==> src/rtl/booth_radix4_mult.sv <==
// Sequential radix-4 Booth multiplier, signed or unsigned per operation.
// Operands are widened by two bits so one signed recoder serves both modes.
module booth_radix4_mult #(
  parameter int WIDTH = 16
) (
  input  logic               clk,
  input  logic               rst_n,
  input  logic               start,
  input  logic               signed_mode,
  input  logic [WIDTH-1:0]   multiplicand,
  input  logic [WIDTH-1:0]   multiplier,
  output logic               busy,
  output logic               done,
  output logic [2*WIDTH-1:0] product
);

  localparam int W2 = WIDTH + 2;
  localparam int AW = W2 + 2;
  localparam int N  = W2 / 2;
  localparam int CW = $clog2(N + 1);
  localparam int RW = AW + W2 + 1;

  localparam logic [1:0] IDLE = 2'd0;
  localparam logic [1:0] RUN  = 2'd1;
  localparam logic [1:0] DONE = 2'd2;

  logic [1:0]         state_q, state_d;
  logic [AW-1:0]      a_q, a_d;
  logic [W2-1:0]      q_q, q_d;
  logic [W2-1:0]      m_q, m_d;
  logic               qm1_q, qm1_d;
  logic [CW-1:0]      cnt_q, cnt_d;
  logic [2*WIDTH-1:0] product_q, product_d;

  logic [W2-1:0]        m_ext;
  logic [W2-1:0]        q_ext;
  logic [AW-1:0]        ma;
  logic [AW-1:0]        addend;
  logic [AW-1:0]        a_sum;
  logic signed [RW-1:0] work;
  logic                 accept;

  always_comb begin
    m_ext = signed_mode
      ? {{2{multiplicand[WIDTH-1]}}, multiplicand}
      : {2'b00, multiplicand};
    q_ext = signed_mode
      ? {{2{multiplier[WIDTH-1]}}, multiplier}
      : {2'b00, multiplier};
    ma = {{2{m_q[W2-1]}}, m_q};

    case ({q_q[1:0], qm1_q})
      3'b001, 3'b010: addend = ma;
      3'b011:         addend = ma << 1;
      3'b100:         addend = -(ma << 1);
      3'b101, 3'b110: addend = -ma;
      default:        addend = '0;
    endcase

    a_sum = a_q + addend;
    work  = $signed({a_sum, q_q, qm1_q}) >>> 2;
  end

  assign accept = start && (state_q != RUN);

  always_comb begin
    state_d   = state_q;
    a_d       = a_q;
    q_d       = q_q;
    m_d       = m_q;
    qm1_d     = qm1_q;
    cnt_d     = cnt_q;
    product_d = product_q;

    unique case (1'b1)
      accept: begin
        state_d = RUN;
        m_d     = m_ext;
        q_d     = q_ext;
        a_d     = '0;
        qm1_d   = 1'b0;
        cnt_d   = CW'(N);
      end
      (state_q == RUN): begin
        a_d   = work[RW-1 -: AW];
        q_d   = work[W2:1];
        qm1_d = work[0];
        cnt_d = cnt_q - CW'(1);
        // Last pass: the full product sits in {A,Q} after this shift.
        if (cnt_q == CW'(1)) begin
          state_d   = DONE;
          product_d = work[2*WIDTH:1];
        end
      end
      (state_q == DONE && !start): begin
        state_d = IDLE;
      end
      default: begin
        if (state_q != IDLE && state_q != DONE) begin
          state_d = IDLE;
        end
      end
    endcase
  end

  always_ff @(posedge clk or negedge rst_n) begin
    if (!rst_n) begin
      state_q   <= IDLE;
      a_q       <= '0;
      q_q       <= '0;
      m_q       <= '0;
      qm1_q     <= 1'b0;
      cnt_q     <= '0;
      product_q <= '0;
    end else begin
      state_q   <= state_d;
      a_q       <= a_d;
      q_q       <= q_d;
      m_q       <= m_d;
      qm1_q     <= qm1_d;
      cnt_q     <= cnt_d;
      product_q <= product_d;
    end
  end

  assign busy    = (state_q == RUN);
  assign done    = (state_q == DONE);
  assign product = product_q;

endmodule

==> config.mk <==
export PLATFORM = sky130hd
export DESIGN_NAME = booth_radix4_mult
export DESIGN_NICKNAME = d
export VERILOG_FILES = /design/src/rtl/booth_radix4_mult.sv
export SDC_FILE = /design/constraint.sdc
export NUM_CORES = 1
export LEC_CHECK = 0
export ABC_AREA = 1
export BUFFER_PORTS_ARGS = -buffer_cell sky130_fd_sc_hd__buf_2
export CAP_MARGIN = 10
export CORE_UTILIZATION = 40
export DETAILED_ROUTE_END_ITERATION = 16
export PLACE_DENSITY = 0.67
export SLEW_MARGIN = 10
export SYNTH_ARGS = -nofsm -noshare
export SYNTH_HDL_FRONTEND = slang
export SYNTH_SLANG_ARGS = --single-unit
==> constraint.sdc <==
create_clock -name clk -period 3.6 [get_ports clk]
set_clock_uncertainty 0.1 [all_clocks]
set_input_delay 0.18 -clock clk [delete_from_list [all_inputs] [get_ports clk]]
set_output_delay 0.18 -clock clk [all_outputs]
set_load 0.01 [all_outputs]
== Word-level counts from Yosys, hierarchy flattened ==
Cells that the tools add are included.
Operators by class
  muxes and demuxes: 10
  eq/ne operators: 12
  reduce and logical (&&, ||, !) cells: 11
  add/subtract/negate cells: 4
Operator list (number)
  20-bit one-hot mux with 4 select lines: 1
  20-bit negator: 2
  20-bit one-hot mux with 2 select lines: 1
  18-bit 2-to-1 mux: 2
  18-bit one-hot mux with 2 select lines: 1
  20-bit adder: 1
  3-bit equality test, second input constant: 3
  4-bit one-hot mux with 2 select lines: 1
  3-bit by 2-bit equality test with 1-bit output, second input constant: 2
  2-bit one-hot mux with 3 select lines: 1
  4-bit by 1-bit equality test with 1-bit output, second input constant: 1
  2-bit 2-to-1 mux: 2
  2-bit by 1-bit != test with 1-bit output, second input constant: 2
  2-bit AND reduction: 2
  2-bit nonzero test: 2
  4-bit nonzero test: 1
  2-bit OR reduction: 2
  4-bit by 1-bit subtractor with 4-bit output, second input constant: 1
  3-bit by 1-bit equality test with 1-bit output, second input constant: 1
  1-bit logical AND: 3
  2-bit by 1-bit equality test with 1-bit output, second input constant: 1
  2-bit equality test, second input constant: 1
  2-bit != test, second input constant: 1
  1-bit one-hot mux with 2 select lines: 1
  1-bit zero test: 1
Word-level totals
  word-level logic and storage cells: 44
  output and inout port bits: 34
  bits in registers: 95
  input bits: 36

== Logic depth before layout (Yosys ltp) ==
Gate-level depths: netlist of the first run.
  word-level depth: 5
  gate-level depth with buffers: 23
  gate-level depth less buffers: 22

== Least setup slack after synthesis of the first run ==
Ideal clock, no wire load.
  path type: reg-to-reg
  start point: register m_q[0]
  end point: register product_q[31] (netlist: product[31])
  arrival: 2.540 ns
  clock period less this slack: 2.758 ns
  buffers on the path: 0
  required time: 3.382 ns
  setup time: 0.118 ns
  cell stages (with the launch flop): 20
  setup slack: 0.842 ns
  path through: dfrtp_1 inv_1 ha_1 nand3_1 nor2_2 nand2_1 o21ai_0 o21ai_1 nor2_1 nor2_1 o21ai_0 ha_1 a21oi_1 and2_1 nor2_1 nor2_1 nand2_2 or2_1 nand3_1 nand2_1
Between the ends
  cells in the longest elaborated chain, start to end: 3
  elaborated cells on any way between the ends: 4
  those cells by class: 3 x add/sub; 1 x mux
RTL lines
  from (decl): RTL line 30  | logic [W2-1:0] m_q, m_d;
  from (signal assigned): RTL line 119  | m_q <= m_d;
  20-bit negator (on tied branches): RTL line 56, 55
  20-bit one-hot mux with 4 select lines *: RTL line 52  | case ({q_q[1:0], qm1_q})
  20-bit adder *: RTL line 60  | a_sum = a_q + addend;
  to (signal assigned): RTL line 122  | product_q <= product_d;
  to (decl): RTL line 33  | logic [2*WIDTH-1:0] product_q, product_d;
Every way passes the cells marked *; elsewhere a longest branch is shown, timed or not.
A chain may end at the register's enable or synchronous reset.

== Worst setup path after layout of the first run ==
Ends and elaborated chain as after synthesis.

==> flow_summary.toml, run 1 <==
[outcome]
status = "finished clean"

[logic_synthesis]
synth-simple-area-share = 0.262
syn_inst = 698
synth_commonest_cells = "nand2_1 (198), dfrtp_1 (92), inv_1 (72)"
yosysTopAreaCell = "dfrtp_1"
synth_area_leaders = "dfrtp_1 (43%), nand2_1 (14%), o21ai_0 (6.5%)"
syn_nets = 757
synth-compound-area-share = 0.157
synth_ff_type = "dfrtp_1"
synth_most_common_cell = "nand2_1"
syn_avg_cell_area_um2 = 7.73
synth_edf_count = 0
synth_top_family_by_area = "simple AND/OR/NAND/NOR gates"
yosysSeqAreaShare = 0.427
synth.distinct_cells = 41
synth_xor_area_frac = 0.0276
synthAdderAreaFrac = 0.0548
async_flop_share = 1.00
ys_ff_latch = 92
synth_mux_area_frac = 0
synthDominantCellAreaShare = 0.427
ys.warnings.count = 0
syn-cell-area_um2 = 5390

[floorplan]
pin_count = 70
rows = 42
die_x_um = 118
core_area_um2 = 13200
die_area_um2 = 14000
die_h_um = 118
initial_utilization = 0.409

[drt]
vias = 4919
viasPerCell = 5.02
drt_first_pass_iters = 5
drtAntennaViolNets = 0
drt_iter0_drc = 328
drc = 0
wl_per_cell_um = 14.1
drt-total-wl_um = 13800

[placement]
numPortBuffers = 69
placed_area_um2 = 5930
dpl.hpwl_um = 10100
dp_slack_ns = 0.341
routabilityCongestion = 0.885

[timing]
rsz0062_at_grt = "no"
slew_headroom = 0.358
hold_viol_final = 0
slew_violations = 0
finalCritPeriodShare = 0.912
fin_crit_ns = 3.28
fmax_mhz = 305
finalSetupViolCount = 0
setup_tns_ns = 0
worst_pin_slew_ns = 0.960
fin_ws_ns = 0.317

[final_layout]
postLayoutCoreUtil = 0.498
nets = 857
stdcell_area_um2 = 6560
nFillCells = 1339
syn_to_final_growth_pct = 21.7
diodes = 0
multi_input_area_um2 = 2710
regArea_um2 = 2300
drive_gt1_frac = 0.156

[global_route]
track_usage = 0.211
grt_pass1_vias = 4831
grt_overflow = 0
grt_pass1_wl_um = 23300
grt_max_degree = 58
antenna_found_initial = 0

[worst_setup_path]
cp-endpoint = "product[31]"
r2r_start = "m_q[0]"
r2r-end = "product[31]"
critical_path.startpoint = "m_q[0]"
crit_arrival_ns = 3.42
crit_required_ns = 3.74
ff2ff_path_depth = 18
cp-end-kind = "flip-flop"
cp-start-kind = "flip-flop"
crit_fanout = 5
r2r_setup_slack_ns = 0.32
crit_type = "reg -> reg"

[clock_network]
cts_htree_levels = 3
clk_pin_slew_ns = 0.06
root_buffer = "clkbuf_16"
cts_tree = "done"
clk_latency_ns = 0.35
cts_buffer_depth = 2
clkSinkCount = 92
cts_buffers = 9

[job]
maxCapViolCount = 0

[min_path]
min_path_type = "in -> reg"
-- state kept, by name, summed over array words and instances, names as in the netlist --
register	count
q_q	18
product	32
a_q	18
m_q	17
state_q	2
qm1_q	1
cnt_q	4
-- critical path: stages (launching register included) --
cell and delay (ns):
dfrtp_1 0.37, inv_1 0.14, ha_1 0.27, nand3_1 0.13, nor2_2 0.16, nand2_1 0.09, o21ai_1 0.21, nor2_1 0.06
nor2_1 0.09, o21ai_0 0.14, ha_1 0.38, a21oi_1 0.23, and2_1 0.20, nor2_1 0.05, nor2_1 0.11, nand2_2 0.08
or2_1 0.22, nand3_1 0.07, nand2_1 0.06
-- routing by layer --
layer	vias up	track usage	routed length, um	part of all wire
met4	0	0.0617	163	0.012
met2	87	0.336	6390	0.46
met1	2311	0.289	6690	0.48
li1	2512	-	-	-
met3	9	0.0441	562	0.041
met5	-	0	0	0
-- placed cells by master, fill, tap and decap left out, drive strengths merged, types with 10 or more instances in the layout --
cell	instances
nand3	39
ha	22
dlygate4sd3	33
o221ai	12
nor2	53
a21oi	26
nand2	207
o21ai	76
nand4	10
dfrtp	92
clkbuf	10
buf	77
inv	80
-- per-stage QoR --
step / hold slack [ns] / std cells
floorplan: -0.216 / 698
global placement: 0.141 / 930
detailed placement: 0.142 / 930
CTS: 0.0268 / 979
global route: 0.0526 / 979
finish: 0.0468 / 979
-- what timing repair did --
item / in CTS / in global routing
resized for setup: 0 / 0
endpoints found under the hold margin: 78 / 0
endpoints found under the setup margin: 0 / 0
buffers inserted: 0 / 0
hold buffers: 33 / 0
-- how the worst min path moves through the flow --
stage	startpoint	to	slack, ns	cells past startpoint
floorplan	rst_n	a_q[0]	-0.22	0
global placement	rst_n	m_q[3]	0.14	1
detailed placement	rst_n	m_q[2]	0.14	1
CTS	signed_mode	m_q[16]	0.03	3
global route	signed_mode	m_q[16]	0.05	3
finish	signed_mode	m_q[16]	0.05	3
-- kinds of logic (layout without fill, tap and decap cells) --
group / after synthesis / in the layout
buffers and inverters: 99 / 204
and+or+nand+nor: 325 / 325
AOI/OAI and AO/OA: 142 / 142
xor gates and xnor gates: 17 / 17
DFF: 92 / 92
adders and majority gates: 23 / 23
-- area by class of cell --
type                       count  share of cell area
clock buffer                  10              0.0349
clock inverter                 6              0.0109
inverter                      78              0.0446
multi-input combinational    507               0.413
sequential                    92               0.351
tap                          176              0.0336
timing repair buffer         110               0.112
Power of run 1 is not shown: default switching activity piles up to over one toggle a cycle in this logic, so the estimate is an artifact.
==> run 2, diff against run 1 <==
Settings changed: CELL_PAD_IN_SITES_DETAIL_PLACEMENT from default to 1, CELL_PAD_IN_SITES_GLOBAL_PLACEMENT from default to 1, PLACE_DENSITY 0.67 to 0.84.
==> flow_summary.toml, run 2 (synthesis gave the netlist of run 1 again) <==
[job]
maxCapViolCount = 0

[final_layout]
largest_reg_flops = 32
syn_to_final_growth_pct = 23.4
nFillCells = 1633
final_cell_mix = "nand2_1 (198), dfrtp_1 (92), inv_1 (71)"
regArea_um2 = 2300
multi_input_area_um2 = 2730
diodes = 0
drive_gt1_frac = 0.170
final_common_cell = "nand2_1"
nets = 862

[clock_network]
cts_tree = "done"
cts_buffers = 9
cts_htree_levels = 3
clkSinkCount = 92
clk_pin_slew_ns = 0.08
clk_latency_ns = 0.36
root_buffer = "clkbuf_16"
cts_buffer_depth = 2

[drt]
drt_iter0_drc = 287
drt-total-wl_um = 18200
viasPerCell = 5.42
drt_first_pass_iters = 4
wl_per_cell_um = 18.4
drtAntennaViolNets = 0
vias = 5336
drc = 0

[global_route]
grt_pass1_wl_um = 30000
grt_overflow = 0
grt_pass1_vias = 5905
track_usage = 0.274
antenna_found_initial = 0
grt_max_degree = 71

[floorplan]
rows = 42
die_h_um = 118
pin_count = 70
die_area_um2 = 14000
initial_utilization = 0.409
die_x_um = 118
core_area_um2 = 13200

[timing]
finalSetupViolCount = 0
setup_tns_ns = 0
fin_crit_ns = 3.40
slew_headroom = 0.371
fmax_mhz = 294
finalCritPeriodShare = 0.945
hold_viol_final = 0
slew_violations = 0
worst_pin_slew_ns = 0.943

[placement]
routabilityCongestion = 0.900
numPortBuffers = 69
dpl.hpwl_um = 12500

[worst_setup_path]
crit_type = "reg -> reg"
cp-end-kind = "flip-flop"
cp-start-kind = "flip-flop"
crit_required_ns = 3.74
crit_arrival_ns = 3.54
crit_fanout = 5

[min_path]
min_path_type = "in -> reg"

[outcome]
status = "finished clean"
run 2: final cells by class:
class	count	share of cell area
clock inverter	7	0.0167
multi-input combinational	507	0.410
inverter	78	0.0446
timing repair buffer	114	0.115
clock buffer	9	0.0338
timing repair inverter	1	0.00113
tap	176	0.0331
sequential	92	0.346
run 2: worst max-delay path: stages, from the launching register on:
cell	delay (ns)
dfrtp_1	0.42
nand2_1	0.10
inv_1	0.05
nor2_1	0.17
inv_1	0.14
nor2_4	0.25
clkinvlp_4	0.21
o22ai_1	0.17
a221o_1	0.23
ha_1	0.33
a21oi_2	0.25
o21ai_0	0.10
a21oi_1	0.16
nand2_1	0.13
or2_2	0.31
nand3_1	0.08
nand2_1	0.07
run 2: what timing repair did:
| action | 4_1_cts | 5_1_grt |
|---|---|---|
| hold buffers | 32 | 0 |
| resized for setup | 0 | 7 |
| hold endpoints to repair | 100 | 0 |
| buffers inserted | 0 | 5 |
| endpoints found under the setup margin | 0 | 11 |
run 2: final timing paths:
kind,from,end,slack (ns),cells after the start
setup / recovery,q_q[0],a_q[12],0.20,16
hold / removal,multiplicand[1],m_q[1],0.05,3
setup reg to reg,q_q[0],a_q[12],0.20,16
hold reg to reg,product[27],product[27],0.38,2
max in group asynchronous,rst_n,q_q[4],2.10,3
min in group asynchronous,rst_n,cnt_q[2],0.39,2
run 2: per-stage QoR:
step                      cells  hold WS, ns   util  area [um2]  setup slack, ns
after global routing        984       0.0415  0.505        6660          -0.0169
after floorplan             698       -0.216      -        5390            0.842
final                       984       0.0463  0.505        6660            0.197
after detailed placement    930        0.290  0.450        5930            0.228
after CTS                   978       0.0304  0.500        6590           0.0593
after global placement      930        0.266  0.450        5930            0.344
run 2: per-layer routing:
layer / GRT usage / wire length, um / up-vias / share of wire
li1: - / - / 2517 / -
met1: 0.326 / 7680 / 2644 / 0.42
met2: 0.488 / 9300 / 144 / 0.51
met3: 0.0528 / 808 / 31 / 0.045
met4: 0.0954 / 368 / 0 / 0.020
met5: 0 / 0 / - / 0
Power of run 2 is left out for the same reason.
